==> src/rtl/sparse_scatter.sv <==
// Expands a compacted value vector into a dense LENGTH-slot vector under an occupancy mask,
// walking one mask position per cycle behind a ready/taken handshake.
module sparse_scatter #(
  parameter int IL     = 8,
  parameter int FL     = 12,
  parameter int LENGTH = 32,
  parameter int N_VALS = 16,
  parameter int P_LEN  = $clog2(LENGTH),
  parameter int C_LEN  = $clog2(N_VALS + 1)
) (
  input  logic                         clk,
  input  logic                         reset,
  input  logic [N_VALS*(IL+FL)-1:0]    in_vals,
  input  logic [LENGTH-1:0]            in_mask,
  input  logic                         input_ready,
  input  logic                         output_taken,
  output logic                         input_taken,
  output logic [LENGTH*(IL+FL)-1:0]    out_dense,
  output logic [C_LEN-1:0]             out_count,
  output logic                         overflow,
  output logic [1:0]                   state
);

  localparam int W = IL + FL;
  localparam logic [C_LEN-1:0] FULL_CNT = C_LEN'(N_VALS);
  localparam logic [P_LEN-1:0] LAST_POS = P_LEN'(LENGTH - 1);

  typedef enum logic [1:0] {
    IDLE = 2'b00,
    BUSY = 2'b01,
    DONE = 2'b10
  } state_t;

  state_t                  state_q, state_d;
  logic [N_VALS*W-1:0]     vals_q, vals_d;
  logic [LENGTH-1:0]       mask_q, mask_d;
  logic [P_LEN-1:0]        m_ptr_q, m_ptr_d;
  logic [C_LEN-1:0]        v_ptr_q, v_ptr_d;
  logic [LENGTH*W-1:0]     dense_q, dense_d;
  logic                    ovf_q, ovf_d;
  logic                    taken_q, taken_d;

  always_comb begin
    // NOTE: every signal gets its hold value first so no path through the case infers a latch.
    state_d = state_q;
    vals_d  = vals_q;
    mask_d  = mask_q;
    m_ptr_d = m_ptr_q;
    v_ptr_d = v_ptr_q;
    dense_d = dense_q;
    ovf_d   = ovf_q;
    taken_d = 1'b0;

    unique case (state_q)
      IDLE: begin
        if (input_ready) begin
          vals_d  = in_vals;
          mask_d  = in_mask;
          m_ptr_d = '0;
          v_ptr_d = '0;
          dense_d = '0;
          ovf_d   = 1'b0;
          taken_d = 1'b1;
          state_d = BUSY;
        end
      end
      BUSY: begin
        // Occupied slots beyond the last compacted value flag overflow and stay zero.
        if (mask_q[m_ptr_q]) begin
          if (v_ptr_q != FULL_CNT) begin
            dense_d[int'(m_ptr_q)*W +: W] = vals_q[int'(v_ptr_q)*W +: W];
            v_ptr_d = v_ptr_q + C_LEN'(1);
          end else begin
            ovf_d = 1'b1;
          end
        end
        m_ptr_d = m_ptr_q + P_LEN'(1);
        if (m_ptr_q == LAST_POS) begin
          m_ptr_d = '0;
          state_d = DONE;
        end
      end
      DONE: begin
        if (output_taken) begin
          dense_d = '0;
          v_ptr_d = '0;
          ovf_d   = 1'b0;
          state_d = IDLE;
        end
      end
      default: state_d = IDLE;
    endcase
  end

  // NOTE: sequential state uses non-blocking assignments so all flops update from pre-edge values.
  always_ff @(posedge clk) begin
    if (reset) begin
      state_q <= IDLE;
      vals_q  <= '0;
      mask_q  <= '0;
      m_ptr_q <= '0;
      v_ptr_q <= '0;
      dense_q <= '0;
      ovf_q   <= 1'b0;
      taken_q <= 1'b0;
    end else begin
      state_q <= state_d;
      vals_q  <= vals_d;
      mask_q  <= mask_d;
      m_ptr_q <= m_ptr_d;
      v_ptr_q <= v_ptr_d;
      dense_q <= dense_d;
      ovf_q   <= ovf_d;
      taken_q <= taken_d;
    end
  end

  assign input_taken = taken_q;
  assign out_dense   = dense_q;
  assign out_count   = v_ptr_q;
  assign overflow    = ovf_q;
  assign state       = state_q;

endmodule

==> config.mk <==
export PLATFORM = sky130hd
export DESIGN_NAME = sparse_scatter
export DESIGN_NICKNAME = d
export VERILOG_FILES = /design/src/rtl/sparse_scatter.sv
export SDC_FILE = /design/constraint.sdc
export NUM_CORES = 2
export LEC_CHECK = 0
export ABC_AREA = 1
export CORE_MARGIN = 8
export CORE_UTILIZATION = 25
export CTS_CLUSTER_SIZE = 16
export DETAILED_ROUTE_END_ITERATION = 10
export GPL_TIMING_DRIVEN = 0
export PLACE_DENSITY = 0.43
export SLEW_MARGIN = 20
export SYNTH_ARGS = -nofsm -noshare
export SYNTH_HDL_FRONTEND = slang
export SYNTH_SLANG_ARGS = --single-unit
==> constraint.sdc <==
create_clock -name clk -period 5.27 [get_ports clk]
set_input_delay 1.054 -clock clk [delete_from_list [all_inputs] [get_ports clk]]
set_output_delay 1.054 -clock clk [all_outputs]
set_load 0.03 [all_outputs]
Word level (Yosys, flattened, before mapping)
Cells that the tools add are included.
{"block": "classes", "addsub": 3, "mul": 2, "n_lt_le_gt_ge": 1, "eq_ne": 10, "n_shift": 3, "n_mux": 25, "bitwise": 1, "reduce_logical": 9}
{"operator": "$mux W640", "count": 4}
{"operator": "$pmux W640 S3", "count": 1}
{"operator": "$bwmux W640", "count": 1}
{"operator": "$shift A20 B33 Y640 const A", "count": 1}
{"operator": "$shiftx A20 B33 Y640", "count": 1}
{"operator": "$shiftx A320 B11 Y20", "count": 1}
{"operator": "$neg A10 Y33", "count": 1}
{"operator": "$mux W5", "count": 5}
{"operator": "$mul A5 B3 Y8 const B", "count": 2}
{"operator": "$pmux W5 S3", "count": 1}
{"operator": "$ne A2 B2 Y1 const B", "count": 6}
{"operator": "$add A5 B1 Y5 const B", "count": 2}
{"operator": "$pmux W5 S2", "count": 1}
{"operator": "$reduce_and A5 Y1", "count": 2}
{"operator": "$lt A5 B6 Y1 const B", "count": 1}
{"operator": "$mux W1", "count": 6}
{"operator": "$mux W2", "count": 3}
{"operator": "$pmux W2 S3", "count": 1}
{"operator": "$bmux W1 S5", "count": 1}
{"operator": "$eq A5 B5 Y1 const B", "count": 1}
{"operator": "$ne A5 B5 Y1 const B", "count": 1}
{"operator": "$reduce_and A2 Y1", "count": 2}
{"operator": "$pmux W1 S3", "count": 1}
{"operator": "$reduce_and A3 Y1", "count": 1}
{"operator": "other kinds (7)", "count": 7}
{"block": "totals", "ff_bits": 1006, "word_cells": 62}

Depth between registers and ports, before layout
{"block": "logic_depth", "depth_word": 7, "ltp_mapped": 24, "mapped_depth_nobuf": 24}

Worst setup path before layout
OpenSTA, ideal clock, no wires.
{"block": "synth_timing", "kind": "register -> register", "startpoint": "register m_ptr_q[2]", "endpoint": "register dense_q[608], in the netlist out_dense[608]", "setup_time_ps": 70, "t_arrival_ps": 3434, "required_ps": 5200, "slack_ps": 1765, "stages_incl_launch_ff": 20, "n_path_buf": 3, "period_less_slack_ps": 3505, "cell_sequence": "dfxtp_1 -> ha_1 -> ha_1 -> inv_1 -> fa_1 -> nand3_1 -> nor2_4 -> nand2_1 -> inv_1 -> ha_1 -> clkbuf_1 -> inv_1 -> nand2_1 -> inv_1 -> clkbuf_1 -> clkbuf_1 -> nand2_1 -> nor2_1 -> nand3_1 -> a21oi_1"}
{"block": "synth_between", "elab_chain_cells": 7}
{"element": "start, declared", "line_no": "37", "text": "logic [P_LEN-1:0] m_ptr_q, m_ptr_d;"}
{"element": "start signal, assigned", "line_no": "110", "text": "m_ptr_q <= m_ptr_d;"}
{"element": "$mul A5 B3 Y8", "line_no": "71", "text": "dense_d[int'(m_ptr_q)*W +: W] = vals_q[int'(v_ptr_q)*W +: W];"}
{"element": "$neg A10 Y33", "line_no": "71"}
{"element": "$shiftx A20 B33 Y640 or $shift A20 B33 Y640 (tied branches)", "line_no": "71"}
{"element": "$bwmux W640", "line_no": "71"}
{"element": "$mux W640", "line_no": "70", "text": "if (v_ptr_q != FULL_CNT) begin"}
{"element": "$mux W640", "line_no": "69", "text": "if (mask_q[m_ptr_q]) begin"}
{"element": "$pmux W640 S3", "line_no": "54", "text": "unique case (state_q)"}
{"element": "end signal, assigned", "line_no": "112", "text": "dense_q <= dense_d;"}
{"element": "end, declared", "line_no": "39", "text": "logic [LENGTH*W-1:0] dense_q, dense_d;"}
Parallel ways exist; a longest one is shown, timed or not. The select of a mux whose other input is x is not followed.
A chain may end at the register's enable or synchronous reset.

Final worst setup path
{"block": "layout_timing", "startpoint": "register m_ptr_q[2]", "endpoint": "register dense_q[7], in the netlist out_dense[7]"}
The elaborated chain is that of the path after synthesis.

==> flow_summary_export.csv <==
group,metric,value,unit
outcome,outcome,"completed",
drt,num_vias,57063,
clock_tree,cts_root_buffer,"clkbuf_16",
finish,drive_above_1_share,5.97,%
yosys,synth_mux_area_share,0,%
global_route,grt_max_degree,17,
drt,routed_wl,361,mm
worst_setup_path,cp.required,5.99,ns
global_route,grt_pass1_wl,471,mm
sta,fmax,0.190,GHz
clock_tree,htreeDepth,3,
place,placed_cell_area,59800,um2
die,num_io_pins,1005,
sta,hold_violations,0,
sta,finalCriticalPeriod,5.27,ns
place,numPortBuffers,1004,
drt,drt-initial-drc-count,6662,
yosys,synth_warnings,0,
sta,slew_headroom,9.57,%
drt,post-route-drc-count,0,
global_route,antenna_found_initial,35,
global_route,first_global_vias,53120,
die,die_x,447,um
drt,antenna_left,0,
die,core_area,185000,um2
yosys,ys_types,49,
sta,finalCritPeriodShare,100,%
die,initial_utilization,25.1,%
sta,grt_setup_unrepaired,"false",
worst_setup_path,path_class,"reg2reg",
worst_setup_path,startpoint_type,"register",
yosys,synth-compound-area-share,16.9,%
yosys,synth_xor_area_share,0.0377,%
die,die-area,200000,um2
yosys,synth-adder-area-share,0.366,%
yosys,synthCells,6873,
worst_setup_path,worst_setup_path_end_kind,"register",
finish,syn2layout_area_growth,38.0,%
clock_tree,clk_pin_slew_worst_paths,0.06,ns
job,cap_violations,0,
sta,slew_violations,0,
sta,setup_viol,0,
die,rows,158,
yosys,yosysSeqAreaShare,43.3,%
drt,viasPerCell,5.38,
power_and_ir_drop,vdd_drop_max,0.256,mV
hold_path,hold_path_class,"reg2reg",
worst_setup_path,crit_slowest_cell,"clkbuf_1",
yosys,syn_nets,7242,
sta,fin_worst_skew,0.0556,ns
clock_tree,clock_sinks,1006,
clock_tree,clkLatencyLatePin,0.82,ns
die,die_y,447,um
clock_tree,clk_path_buf_depth,3,
finish,final_area,64200,um2
yosys,async_reset_ff_share,0,%
yosys,syn_area,46500,um2
sta,max_slew.worst_pin.slew,1.36,ns
power_and_ir_drop,power_density,349,nW/um2
finish,final_util,34.7,%
power_and_ir_drop,p_leak,23.5,nW
global_route,grt.total_usage,34.1,%
sta,fin_tns_setup,0,ns
clock_tree,hold_buffers,0,
worst_setup_path,path_cells,"ha_1 > ha_1 > inv_1 > fa_1 > nand4_1 > nor2_2 > or2_1 > nand2_2 > inv_2 > buf_2 > clkbuf_1 > nand3_1 > nand2_1 > nand3_1 > a21oi_1",
worst_setup_path,r2r_setup_slack,0.0009,ns
drt,wire_per_inst,34.0,um
worst_setup_path,max_stage_delay,0.91,ns
yosys,synth-edff-count,0,
worst_setup_path,arrival,5.99,ns
worst_setup_path,path_buf_inv,4,
clock_tree,cts_buffers,120,
yosys,synth_top_family_by_area,"simple AND/OR/NAND/NOR gates",
finish,final_net_count,8377,
place,hpwlAfterDp,289,mm
yosys,yosys.area_share.simple,30.7,%
worst_setup_path,crit_fanout,10,
global_route,overflow,0,
power_and_ir_drop,power,0.0224,W
worst_setup_path,cp_top_family,"buffers and inverters",
yosys,syn_area_per_cell,6.76,um2
place,routabilityCongestion,1.02,
drt,first_pass_iters,6,
yosys,ys.flop_type,"dfxtp_1",
clock_tree,cts_tree,"built",
yosys,ys_ff_latch,1006,
==> placed cells by master (no fill, tap or decap), types with 5 or more instances in the layout <==
cell type	Yosys	routed
nand2_1	1736	1731
bufinv_16	0	13
o211ai_1	20	20
clkbuf_2	0	44
nor2_1	452	441
clkdlybuf4s50_1	0	1004
nand4_1	196	196
nand3_2	7	7
buf_4	11	19
buf_1	66	55
nor2_2	22	31
nand2_2	6	11
ha_1	12	11
clkbuf_16	0	122
clkbuf_8	0	30
diode_2	0	23
a21oi_1	1000	1000
clkinv_2	0	25
inv_1	524	524
nor2_4	13	15
or2_2	5	5
clkbuf_1	300	279
o21ai_0	459	457
inv_2	15	15
a31oi_1	15	15
a21boi_2	6	5
nor3_1	21	21
dfxtp_1	1006	1006
buf_2	101	107
o22ai_1	9	9
o21ai_1	5	6
nand3_1	811	811
==> stage by stage <==
stage	cells	hold WS (ns)	setup WS, ns
6_report	10610	0.451	0.000945
5_1_grt	10591	0.466	0.00488
4_1_cts	10583	0.453	0.0000306
3_5_place_dp	10361	0.444	-0.458
3_3_place_gp	10357	0.434	-0.930
2_1_floorplan	6873	0.423	1.77
==> final timing paths <==
path / depth (start not counted) / start / endpoint
max: 15 / m_ptr_q[2] / out_dense[7]
min: 2 / mask_q[2] / mask_q[2]
max reg2reg: 15 / m_ptr_q[2] / out_dense[7]
min reg2reg: 2 / mask_q[2] / mask_q[2]
==> state kept, by name, summed over array words and instances, names as in the netlist <==
name	count
vals_q	320
overflow	1
out_count	5
mask_q	32
out_dense	640
input_taken	1
state	2
m_ptr_q	5
==> Yosys cell counts, types with 3 or more instances <==
| cell | count | share of area (%) |
|---|---|---|
| nand2_1 | 1736 | 14 |
| dfxtp_1 | 1006 | 43 |
| a21oi_1 | 1000 | 11 |
| nand3_1 | 811 | 8.7 |
| inv_1 | 524 | 4.2 |
| o21ai_0 | 459 | 4.9 |
| nor2_1 | 452 | 3.6 |
| clkbuf_1 | 300 | 2.4 |
| nand4_1 | 196 | 2.6 |
| buf_2 | 101 | 1.1 |
| buf_1 | 66 | 0.53 |
| nor2_2 | 22 | 0.30 |
| nor3_1 | 21 | 0.23 |
| o211ai_1 | 20 | 0.32 |
| a31oi_1 | 15 | 0.20 |
| inv_2 | 15 | 0.12 |
| nor2_4 | 13 | 0.31 |
| ha_1 | 12 | 0.32 |
| buf_4 | 11 | 0.18 |
| o22ai_1 | 9 | 0.12 |
| nand3_2 | 7 | 0.15 |
| a21boi_2 | 6 | 0.15 |
| nand2_2 | 6 | 0.081 |
| o21ai_1 | 5 | 0.054 |
| or2_2 | 5 | 0.067 |
| clkinv_1 | 4 | 0.032 |
| nand3_4 | 4 | 0.15 |
| nand3b_1 | 4 | 0.065 |
| nor3_2 | 4 | 0.086 |
| nor3b_1 | 4 | 0.065 |
| nor4_1 | 4 | 0.054 |
| buf_6 | 3 | 0.073 |
| o21a_1 | 3 | 0.048 |
| o221ai_1 | 3 | 0.057 |
==> cell families (layout without fill, tap and decap cells) <==
logic type      Yosys count  in the layout
buf+inv                1026           2260
fa+ha+maj                13             13
compound gates         1532           1532
flops                  1006           1006
xor+xnor                  2              2
other cells               0             23
simple gates           3294           3294
==> layout make-up <==
type	instances	area (um2)
fill	20374	121000
timing repair buffer	1014	10200
clock buffer	174	3550
buffer	480	2070
inverter	545	2050
clock inverter	47	626
antenna	23	57.6
multi-input combinational	4841	22400
sequential	1006	20100
tap	2480	3100
==> worst register-to-register path: cells and delay by family (launching register included) <==
family	cells	cell delay (ns)
AOI/OAI and AO/OA	1	0.15
adders and majority gates	3	1.06
buffers and inverters	4	1.75
DFF	1	0.57
and+or+nand+nor	7	1.71
==> power breakdown <==
| group | leakage (nW) | switching (W) | internal, W |
|---|---|---|---|
| Sequential | 8.19 | 0.0000764 | 0.00786 |
| Clock | 2.06 | 0.00371 | 0.00529 |
| Combinational | 13.2 | 0.00440 | 0.00106 |
==> timing repair <==
item | CTS | global route
buffers inserted | 2 | 4
gates resized for setup | 13 | 31
setup endpoints to repair | 216 | 185
pin swaps | 1 | 2
==> metal layers <==
metal  GRT usage, %  up-vias  routed length (um)
met5          0.481        -                 137
met4           15.7        2               19500
met3           7.74      609               31200
met2           51.1     3035              153000
met1           46.4    28336              157000
li1               -    25081                   -
Note: power is estimated with default switching activity, not from simulation.
